## src/rtl/bp_channel_mux_pkg.sv

```systemverilog
// Shared types and helpers for the bytepipe channel multiplexer.
package bp_channel_mux_pkg;

  localparam logic [7:0] DEFAULT_ESC_BYTE = 8'hFE;

  typedef enum logic {
    RX_DATA,
    RX_ESC
  } rx_state_t;

  typedef enum logic [1:0] {
    TX_IDLE,
    TX_SEL,
    TX_DATA
  } tx_state_t;

  // True when the byte following an escape names a real channel.
  function automatic logic isSel(input logic [7:0] b, input int n);
    return (int'(b) < n);
  endfunction

endpackage

```

## src/rtl/bp_rr_arbiter.sv

```systemverilog
// Round-robin pick: first requester strictly after ptr, wrapping; one-hot and index outputs.
module bp_rr_arbiter #(
  parameter int N = 2,
  localparam int W = $clog2(N)
) (
  input  logic [N-1:0] req,
  input  logic [W-1:0] ptr,
  output logic [N-1:0] gnt,
  output logic [W-1:0] gnt_idx,
  output logic         any
);

  logic [W-1:0] idx;

  always_comb begin
    gnt     = '0;
    gnt_idx = '0;
    any     = 1'b0;
    idx     = '0;
    // Offset N lands back on ptr itself, so the current holder is checked last.
    for (int k = 1; k <= N; k++) begin
      idx = W'((int'(ptr) + k) % N);
      if (!any && req[idx]) begin
        any      = 1'b1;
        gnt_idx  = idx;
        gnt[idx] = 1'b1;
      end
    end
  end

endmodule

```

## src/rtl/bp_channel_mux.sv

```systemverilog
// Multiplexes N bytepipe channels over one host byte stream using in-band escape/select codes.
module bp_channel_mux
  import bp_channel_mux_pkg::*;
#(
  parameter int         N_CHANNEL = 2,
  parameter logic [7:0] ESC_BYTE  = DEFAULT_ESC_BYTE,
  parameter int         MAX_BURST = 16,
  localparam int        CHW       = $clog2(N_CHANNEL)
) (
  input  logic                   i_clk,
  input  logic                   i_rst,
  input  logic                   i_cg,
  input  logic [7:0]             i_host_data,
  input  logic                   i_host_valid,
  output logic                   o_host_ready,
  output logic [7:0]             o_host_data,
  output logic                   o_host_valid,
  input  logic                   i_host_ready,
  output logic [8*N_CHANNEL-1:0] o_ch_data,
  output logic [N_CHANNEL-1:0]   o_ch_valid,
  input  logic [N_CHANNEL-1:0]   i_ch_ready,
  input  logic [8*N_CHANNEL-1:0] i_ch_data,
  input  logic [N_CHANNEL-1:0]   i_ch_valid,
  output logic [N_CHANNEL-1:0]   o_ch_ready,
  output logic [CHW-1:0]         o_rxSel,
  output logic                   o_rxBadEsc
);

  localparam int BW = $clog2(MAX_BURST) + 1;

  logic active;
  assign active = i_cg && !i_rst;

  // ---------------- RX: host -> channels ----------------
  rx_state_t      rx_state_reg, rx_state_next;
  logic [CHW-1:0] rx_sel_reg, rx_sel_next;
  logic           is_esc, rx_route, host_xfer;

  always_comb begin
    rx_state_next = rx_state_reg;
    rx_sel_next   = rx_sel_reg;
    o_host_ready  = 1'b0;
    o_ch_valid    = '0;
    o_rxBadEsc    = 1'b0;
    is_esc        = (i_host_data == ESC_BYTE);
    // A plain byte in RX_DATA, or a doubled ESC, is payload for the selected channel.
    rx_route      = (rx_state_reg == RX_DATA) ? !is_esc : is_esc;
    if (active) begin
      if (rx_route) begin
        o_ch_valid[rx_sel_reg] = i_host_valid;
        o_host_ready           = i_ch_ready[rx_sel_reg];
      end else begin
        o_host_ready = 1'b1;
      end
    end
    host_xfer = i_host_valid && o_host_ready;
    if (host_xfer) begin
      if (rx_state_reg == RX_DATA) begin
        if (is_esc) rx_state_next = RX_ESC;
      end else begin
        rx_state_next = RX_DATA;
        if (!is_esc) begin
          if (isSel(i_host_data, N_CHANNEL)) rx_sel_next = CHW'(i_host_data);
          else                               o_rxBadEsc  = 1'b1;
        end
      end
    end
  end

  assign o_rxSel = rx_sel_reg;

  logic [7:0] tx_lane [N_CHANNEL];

  generate
    for (genvar gi = 0; gi < N_CHANNEL; gi++) begin : g_lane
      assign o_ch_data[gi*8 +: 8] = i_host_data;
      assign tx_lane[gi]          = i_ch_data[gi*8 +: 8];
    end
  endgenerate

  // ---------------- TX: channels -> host ----------------
  tx_state_t            tx_state_reg, tx_state_next;
  logic [CHW-1:0]       grant_reg, grant_next;
  logic [N_CHANNEL-1:0] grant_oh_reg, grant_oh_next;
  logic [CHW:0]         last_sel_reg, last_sel_next;
  logic [BW-1:0]        burst_reg, burst_next;
  logic                 esc_pend_reg, esc_pend_next;
  logic                 out_valid_reg, out_valid_next;
  logic [7:0]           out_data_reg, out_data_next;
  logic                 advance, load;
  logic [7:0]           load_byte, grant_data;
  logic                 grant_valid;
  logic [N_CHANNEL-1:0] arb_gnt;
  logic [CHW-1:0]       arb_idx;
  logic                 arb_any;

  bp_rr_arbiter #(.N(N_CHANNEL)) u_arb (
    .req     (i_ch_valid),
    .ptr     (grant_reg),
    .gnt     (arb_gnt),
    .gnt_idx (arb_idx),
    .any     (arb_any)
  );

  assign grant_data  = tx_lane[grant_reg];
  assign grant_valid = i_ch_valid[grant_reg];
  assign advance     = active && (!out_valid_reg || i_host_ready);

  always_comb begin
    tx_state_next = tx_state_reg;
    grant_next    = grant_reg;
    grant_oh_next = grant_oh_reg;
    last_sel_next = last_sel_reg;
    burst_next    = burst_reg;
    esc_pend_next = esc_pend_reg;
    load          = 1'b0;
    load_byte     = out_data_reg;
    o_ch_ready    = '0;
    if (advance) begin
      case (tx_state_reg)
        TX_IDLE: begin
          if (arb_any) begin
            grant_next    = arb_idx;
            grant_oh_next = arb_gnt;
            burst_next    = '0;
            if ({1'b0, arb_idx} != last_sel_reg) begin
              load          = 1'b1;
              load_byte     = ESC_BYTE;
              tx_state_next = TX_SEL;
            end else begin
              tx_state_next = TX_DATA;
            end
          end
        end
        TX_SEL: begin
          load          = 1'b1;
          load_byte     = 8'(grant_reg);
          last_sel_next = {1'b0, grant_reg};
          tx_state_next = TX_DATA;
        end
        TX_DATA: begin
          if (grant_valid) begin
            // An ESC payload byte goes out twice; the channel is only acked on the second copy.
            if (grant_data == ESC_BYTE && !esc_pend_reg) begin
              load          = 1'b1;
              load_byte     = ESC_BYTE;
              esc_pend_next = 1'b1;
            end else begin
              load          = 1'b1;
              load_byte     = grant_data;
              o_ch_ready    = grant_oh_reg;
              esc_pend_next = 1'b0;
              burst_next    = burst_reg + 1'b1;
              if (burst_reg == BW'(MAX_BURST - 1)) tx_state_next = TX_IDLE;
            end
          end else begin
            tx_state_next = TX_IDLE;
          end
        end
        default: tx_state_next = TX_IDLE;
      endcase
    end
    out_valid_next = advance ? load : out_valid_reg;
    out_data_next  = (advance && load) ? load_byte : out_data_reg;
  end

  assign o_host_valid = out_valid_reg && i_cg;
  assign o_host_data  = out_data_reg;

  always_ff @(posedge i_clk) begin
    if (i_rst) begin
      rx_state_reg  <= RX_DATA;
      rx_sel_reg    <= '0;
      tx_state_reg  <= TX_IDLE;
      grant_reg     <= CHW'(N_CHANNEL - 1);
      grant_oh_reg  <= {1'b1, {(N_CHANNEL-1){1'b0}}};
      last_sel_reg  <= (CHW+1)'(N_CHANNEL);
      burst_reg     <= '0;
      esc_pend_reg  <= 1'b0;
      out_valid_reg <= 1'b0;
      out_data_reg  <= 8'h00;
    end else if (i_cg) begin
      rx_state_reg  <= rx_state_next;
      rx_sel_reg    <= rx_sel_next;
      tx_state_reg  <= tx_state_next;
      grant_reg     <= grant_next;
      grant_oh_reg  <= grant_oh_next;
      last_sel_reg  <= last_sel_next;
      burst_reg     <= burst_next;
      esc_pend_reg  <= esc_pend_next;
      out_valid_reg <= out_valid_next;
      out_data_reg  <= out_data_next;
    end
  end

endmodule

```

## config.mk

```make
export PLATFORM = sky130hd
export DESIGN_NAME = bp_channel_mux
export DESIGN_NICKNAME = d
export VERILOG_FILES = /design/src/rtl/bp_channel_mux_pkg.sv /design/src/rtl/bp_rr_arbiter.sv /design/src/rtl/bp_channel_mux.sv
export SDC_FILE = /design/constraint.sdc
export NUM_CORES = 1
export LEC_CHECK = 0
export CAP_MARGIN = 40
export CORE_AREA = 10 10 78 80
export CTS_CLUSTER_DIAMETER = 30
export DETAILED_ROUTE_END_ITERATION = 16
export DIE_AREA = 0 0 88 90
export HOLD_SLACK_MARGIN = 0.02
export PLACE_DENSITY = 0.72
export SLEW_MARGIN = 10
export SYNTH_ARGS = -nofsm -noshare
export SYNTH_HDL_FRONTEND = slang
export SYNTH_SLANG_ARGS = --single-unit
export TNS_END_PERCENT = 10
```

## constraint.sdc

```tcl
create_clock -name i_clk -period 2.6 [get_ports i_clk]
set_clock_uncertainty 0.2 [all_clocks]
set_input_delay 0.52 -clock i_clk [delete_from_list [all_inputs] [get_ports i_clk]]
set_output_delay 0.52 -clock i_clk [all_outputs]
set_load 0.1 [all_outputs]
```

# Word-level counts from Yosys, hierarchy flattened
# Index checks and enable logic that the tools add are counted.
[op_classes] n_eq_ne=12 n_reduce_logical=28 bitwise_logic=4 add_sub_neg=3 order_cmp=9 n_mux=59
[ops] operator="2-to-1 mux 8 bit" count=7
[ops] operator="2-to-1 mux 1 bit" count=29
[ops] operator="2-to-1 mux 2 bit" count=13
[ops] operator="case mux 8 bit (3 select lines)" count=1
[ops] operator="== test 8 bit (second input constant)" count=2
[ops] operator="2-to-1 mux 5 bit" count=3
[ops] operator="logical AND 1 bit" count=10
[ops] operator="case mux 5 bit (2 select lines)" count=1
[ops] operator="AND reduction 5 bit" count=2
[ops] operator="less-than comparator 1 x 2 -> 1 bit (second input constant)" count=4
[ops] operator="less-than comparator 8 x 2 -> 1 bit (second input constant)" count=1
[ops] operator="!= test 2 bit (second input constant)" count=4
[ops] operator="AND reduction 4 bit" count=2
[ops] operator="AND reduction 7 bit" count=1
[ops] operator="!= test 3 bit (second input constant)" count=2
[ops] operator="case mux 2 bit (3 select lines)" count=1
[ops] operator="AND reduction 6 bit" count=1
[ops] operator="adder 5 x 1 -> 5 bit (second input constant)" count=1
[ops] operator="== test 5 x 4 -> 1 bit (second input constant)" count=1
[ops] operator="logical NOT 1 bit" count=5
[ops] operator="AND reduction 2 bit" count=2
[ops] operator="demux 1 bit (select 1 bit)" count=3
[ops] operator="greater-or-equal comparator 1 bit (second input constant)" count=3
[ops] operator="case mux 1 bit (3 select lines)" count=1
[ops] operator="other kinds (14)" count=15
[word_totals] output_inout_bits=32 word_cells=125 in_bits=33 reg_bits=24

# Depth between registers and ports, before layout
[logic_depth] word_depth=14 ltp_mapped=8 ltp_nobuf=7

# By module
# From an unflattened synthesis, not the netlist that was laid out.
[unflattened] cells_unflattened=208 hier_area_um2=1773.0
[modules_own_cells] module="bp_channel_mux" instances=1 seq_area_each_um2=480.5 area_each_um2=1740.4 cells_per_inst=203
[modules_own_cells] module="bp_rr_arbiter" instances=1 seq_area_each_um2=0.0 area_each_um2=32.5 cells_per_inst=5

# Worst setup path before layout
# No wires, ideal clock.
[synth_path] kind="reg-to-output" from="reg rx_sel_reg (netlist: o_rxSel)" to="out o_rxBadEsc" arrival_ns=4.572 path_buffers=0 slack_ns=-2.692 path_stages_with_launch=5 required_ns=1.880 path_cell_list="dfxtp_1 mux2i_1 a21oi_1 nand4b_1 a21oi_1"
[synth_between] elab_chain_cells=6
[synth_lines] element="from (decl)" line_no="bp_channel_mux.sv:36" source="logic [CHW-1:0] rx_sel_reg, rx_sel_next;"
[synth_lines] element="from (signal assigned)" line_no="bp_channel_mux.sv:184" source="rx_sel_reg <= rx_sel_next;"
[synth_lines] element="2-to-1 mux 1 bit (implied by the code) (2 in series)" line_no="bp_channel_mux.sv:51" source="o_host_ready = i_ch_ready[rx_sel_reg];"
[synth_lines] element="2-to-1 mux 1 bit" line_no="bp_channel_mux.sv:49" source="if (rx_route) begin"
[synth_lines] element="2-to-1 mux 1 bit" line_no="bp_channel_mux.sv:48" source="if (active) begin"
[synth_lines] element="net o_host_ready" line_no="bp_channel_mux.sv:15" source="output logic o_host_ready,"
[synth_lines] element="logical AND 1 bit" line_no="bp_channel_mux.sv:56" source="host_xfer = i_host_valid && o_host_ready;"
[synth_lines] element="2-to-1 mux 1 bit" line_no="bp_channel_mux.sv:57" source="if (host_xfer) begin"
[synth_lines] element="to (decl)" line_no="bp_channel_mux.sv:26" source="output logic o_rxBadEsc"
# The timed path passes the listed nets, and every way through them passes these cells. The select of a mux whose other input is x is not followed.

# Final worst setup path
[layout_path] from="in i_host_data[0]" to="out o_rxBadEsc"
[layout_between] elab_chain_cells=7 elab_cells_between_ends=11 classes_between="order compare: 1; eq/ne: 1; mux: 7; reduce/logical: 2"
[layout_lines] element="from (decl)" line_no="bp_channel_mux.sv:13" source="input logic [7:0] i_host_data,"
[layout_lines] element="branches (longest 6 deep; another with less-than comparator 8 x 2 -> 1 bit)"
[layout_lines] element="2-to-1 mux 1 bit (*)" line_no="bp_channel_mux.sv:57"
# Every way passes the cells marked *.

==> metrics.yaml <==
antenna_found_initial: 0
postSynthCellCount: 207
grtUsageTotal: 0.1352
p_total_mw: 1.272
rr_startpoint: "tx_state_reg[1]"
fin_cells: 349
hpwl_um: 4601
rsz0062_at_grt: "true"
grt_pass1_wl_um: 8970
power.density_nw_per_um2: 438.4
vias: 1813
setup_ws_ns: -0.002997
synth-async-reset-ratio: 0
grt_max_degree: 20
crit_path_start: "i_host_data[0]"
hold_path.class: "flop to flop"
drive_above_1_share: 0.4203
whs_ns: 0.2670
ys_warn_count: 0
grt_pass1_vias: 1871
ys_ff_latch: 24
cts_tree: "done"
syn-num-nets: 247
tightest_slew_ns: 0.3749
maxClockFrequency_mhz: 384.2
crit_required_ns: 1.88
die_y_um: 90
slew-limit-headroom: 0.7501
irDropWorstVdd_mv: 0.3130
start_kind: "input port"
dr.pass1.iters: 4
syn-cell-area_um2: 1777
final.min_clock_period_ns: 2.603
ios: 65
areaGrowthSynthToFinish_pct: 63.24
layout.nets: 337
power_leakage_nw: 1.287
numPlacedInstances: 344
cts_root_buffer: "clkbuf_8"
yosysSeqAreaShare: 0.2704
synth_edf_count: 0
ys_types: 52
wire_per_inst_um: 15.77
cp_data_arrival_time_ns: 1.88
rr_worst_depth: 7
initial_utilization: 0.3864
cp-end-kind: "primary output"
die_w_um: 88
critical_path.max_fanout: 2
synth_ff_type: "dfxtp_1"
cts_hold_buf: 0
min_path_cells: 2
wirelength_um: 5502
cts.sinks: 24
cap_violations: 0
cts_buffers: 3
syn_area_per_cell_um2: 8.583
die_area_um2: 7920
grt-ovfl-total: 0
violations: "negative setup slack"
finalHoldViolCount: 0
clk_latency_ns: 0.26
io_buffers: 64
viasPerCell: 5.195
setup_viol: 1
status: "finished with violations"
core-area_um2: 4598
maxSlewViolCount: 0
ant_nets: 0
num_rows: 25
fin_tns_setup_ns: -0.002997
largest_reg_flops: 8
fillers: 386
antennaDiodeCount: 0
hold_start: "o_host_data[0]"
worstSetupPathType: "input port to primary output"
drt_iter0_drc: 54
drc_errors: 0
place_congestion: 0.8401
fin_crit_sh: 1.001
htree_levels: 1
clockBufferDepth: 2
clk_pin_slew_ns: 0.08
worst paths after layout:
path | to | slack (ns)
min reg2reg | o_host_data[0] | 0.27
max | o_rxBadEsc | -0.003
max reg2reg | o_host_data[4] | 0.29
min | o_host_data[0] | 0.27
cell families (layout without fill, tap and decap cells):
group | after synthesis | after routing | synth area share
AO/OA/AOI/OAI | 53 | 53 | 0.2148
XOR/XNOR | 1 | 1 | 0.004930
adder cells (fa/ha/maj) | 7 | 7 | 0.04929
buffers and inverters | 34 | 122 | 0.1183
flip-flops | 24 | 24 | 0.2704
multiplexers | 20 | 20 | 0.1183
AND/OR/NAND/NOR | 68 | 68 | 0.2239
worst max-delay path: stages:
cell,delay [ns]
buf_6,0.09
nand4b_1,0.16
nor2_1,0.13
ha_1,0.28
a21oi_4,0.14
nand4b_1,0.18
a21oi_4,0.19
buf_12,0.19
report_power, final:
group / switching (mW) / total (mW) / internal, mW
registers: 0.0173 / 0.413 / 0.395
clock network: 0.113 / 0.217 / 0.104
logic: 0.408 / 0.642 / 0.234
what timing repair did:
action / 4_1_cts / 5_1_grt
endpoints found under the setup margin: 6 / 3
buffers inserted: 1 / 1
pin swaps: 10 / 3
gates resized for setup: 46 / 1
cloned: 0 / 0
area by class of cell:
class                           count  area [um2]  area share
Multi-Input combinational cell    149        1134      0.3909
Timing Repair Buffer              107        1130      0.3896
Sequential cell                    24       483.0      0.1665
Tap cell                           54       67.56     0.02330
Inverter                           12       45.04     0.01553
Clock buffer                        3       41.29     0.01424
synth_stat cells, types with 2 or more instances:
| cell type | number | area share |
|---|---|---|
| dfxtp_1 | 24 | 0.27 |
| nand2b_1 | 2 | 0.0070 |
| o21ai_0 | 7 | 0.020 |
| buf_4 | 17 | 0.072 |
| nand4_1 | 4 | 0.014 |
| ha_1 | 7 | 0.049 |
| inv_1 | 11 | 0.023 |
| a21oi_1 | 21 | 0.059 |
| o2111ai_1 | 2 | 0.0099 |
| nand2_1 | 19 | 0.040 |
| clkbuf_1 | 2 | 0.0042 |
| mux2_2 | 8 | 0.051 |
| nor2b_1 | 2 | 0.0070 |
| a21o_1 | 2 | 0.0084 |
| and2b_2 | 8 | 0.039 |
| nand4b_1 | 2 | 0.0099 |
| and3_1 | 4 | 0.014 |
| nand3_1 | 3 | 0.0084 |
| nor4_1 | 2 | 0.0070 |
| or2b_2 | 2 | 0.0099 |
| mux2i_1 | 12 | 0.068 |
| a31oi_1 | 3 | 0.011 |
| o211ai_1 | 4 | 0.017 |
| nor2_1 | 11 | 0.023 |
stage by stage:
stage	cell area (um2)	utilization	worst slack (ns)
finish	2900	0.6307	-0.002997
global route	2900	0.6307	-0.1042
CTS	2892	0.6288	-0.03434
detailed placement	2859	0.6218	-0.4254
global placement	2859	0.6218	-0.3466
floorplan	1800	-	-0.6324
cell usage in the layout (no fill, tap or decap), drive strengths merged, types with 2 or more instances in the layout:
cell / instances
o21ai: 7
clkbuf: 3
nand4: 4
nor2: 11
and2b: 8
a21oi: 23
nand3: 3
buf: 84
o211ai: 5
or2b: 2
a21o: 3
a31oi: 3
nand2: 20
nand4b: 2
clkdlybuf4s50: 20
inv: 11
nor2b: 2
dlygate4sd2: 2
o32ai: 2
a211oi: 2
mux2: 8
dfxtp: 24
o2111ai: 2
mux2i: 12
nor4: 2
nand2b: 3
and3: 4
ha: 7
per-layer routing:
metal	vias to the layer above	global-route usage	wire length, um
met3	5	0.03881	376
li1	910	-	-
met1	844	0.1636	2419
met4	0	0.02660	37
met5	-	0	0
met2	54	0.2282	2668
Note: power is estimated with default switching activity, not from simulation.
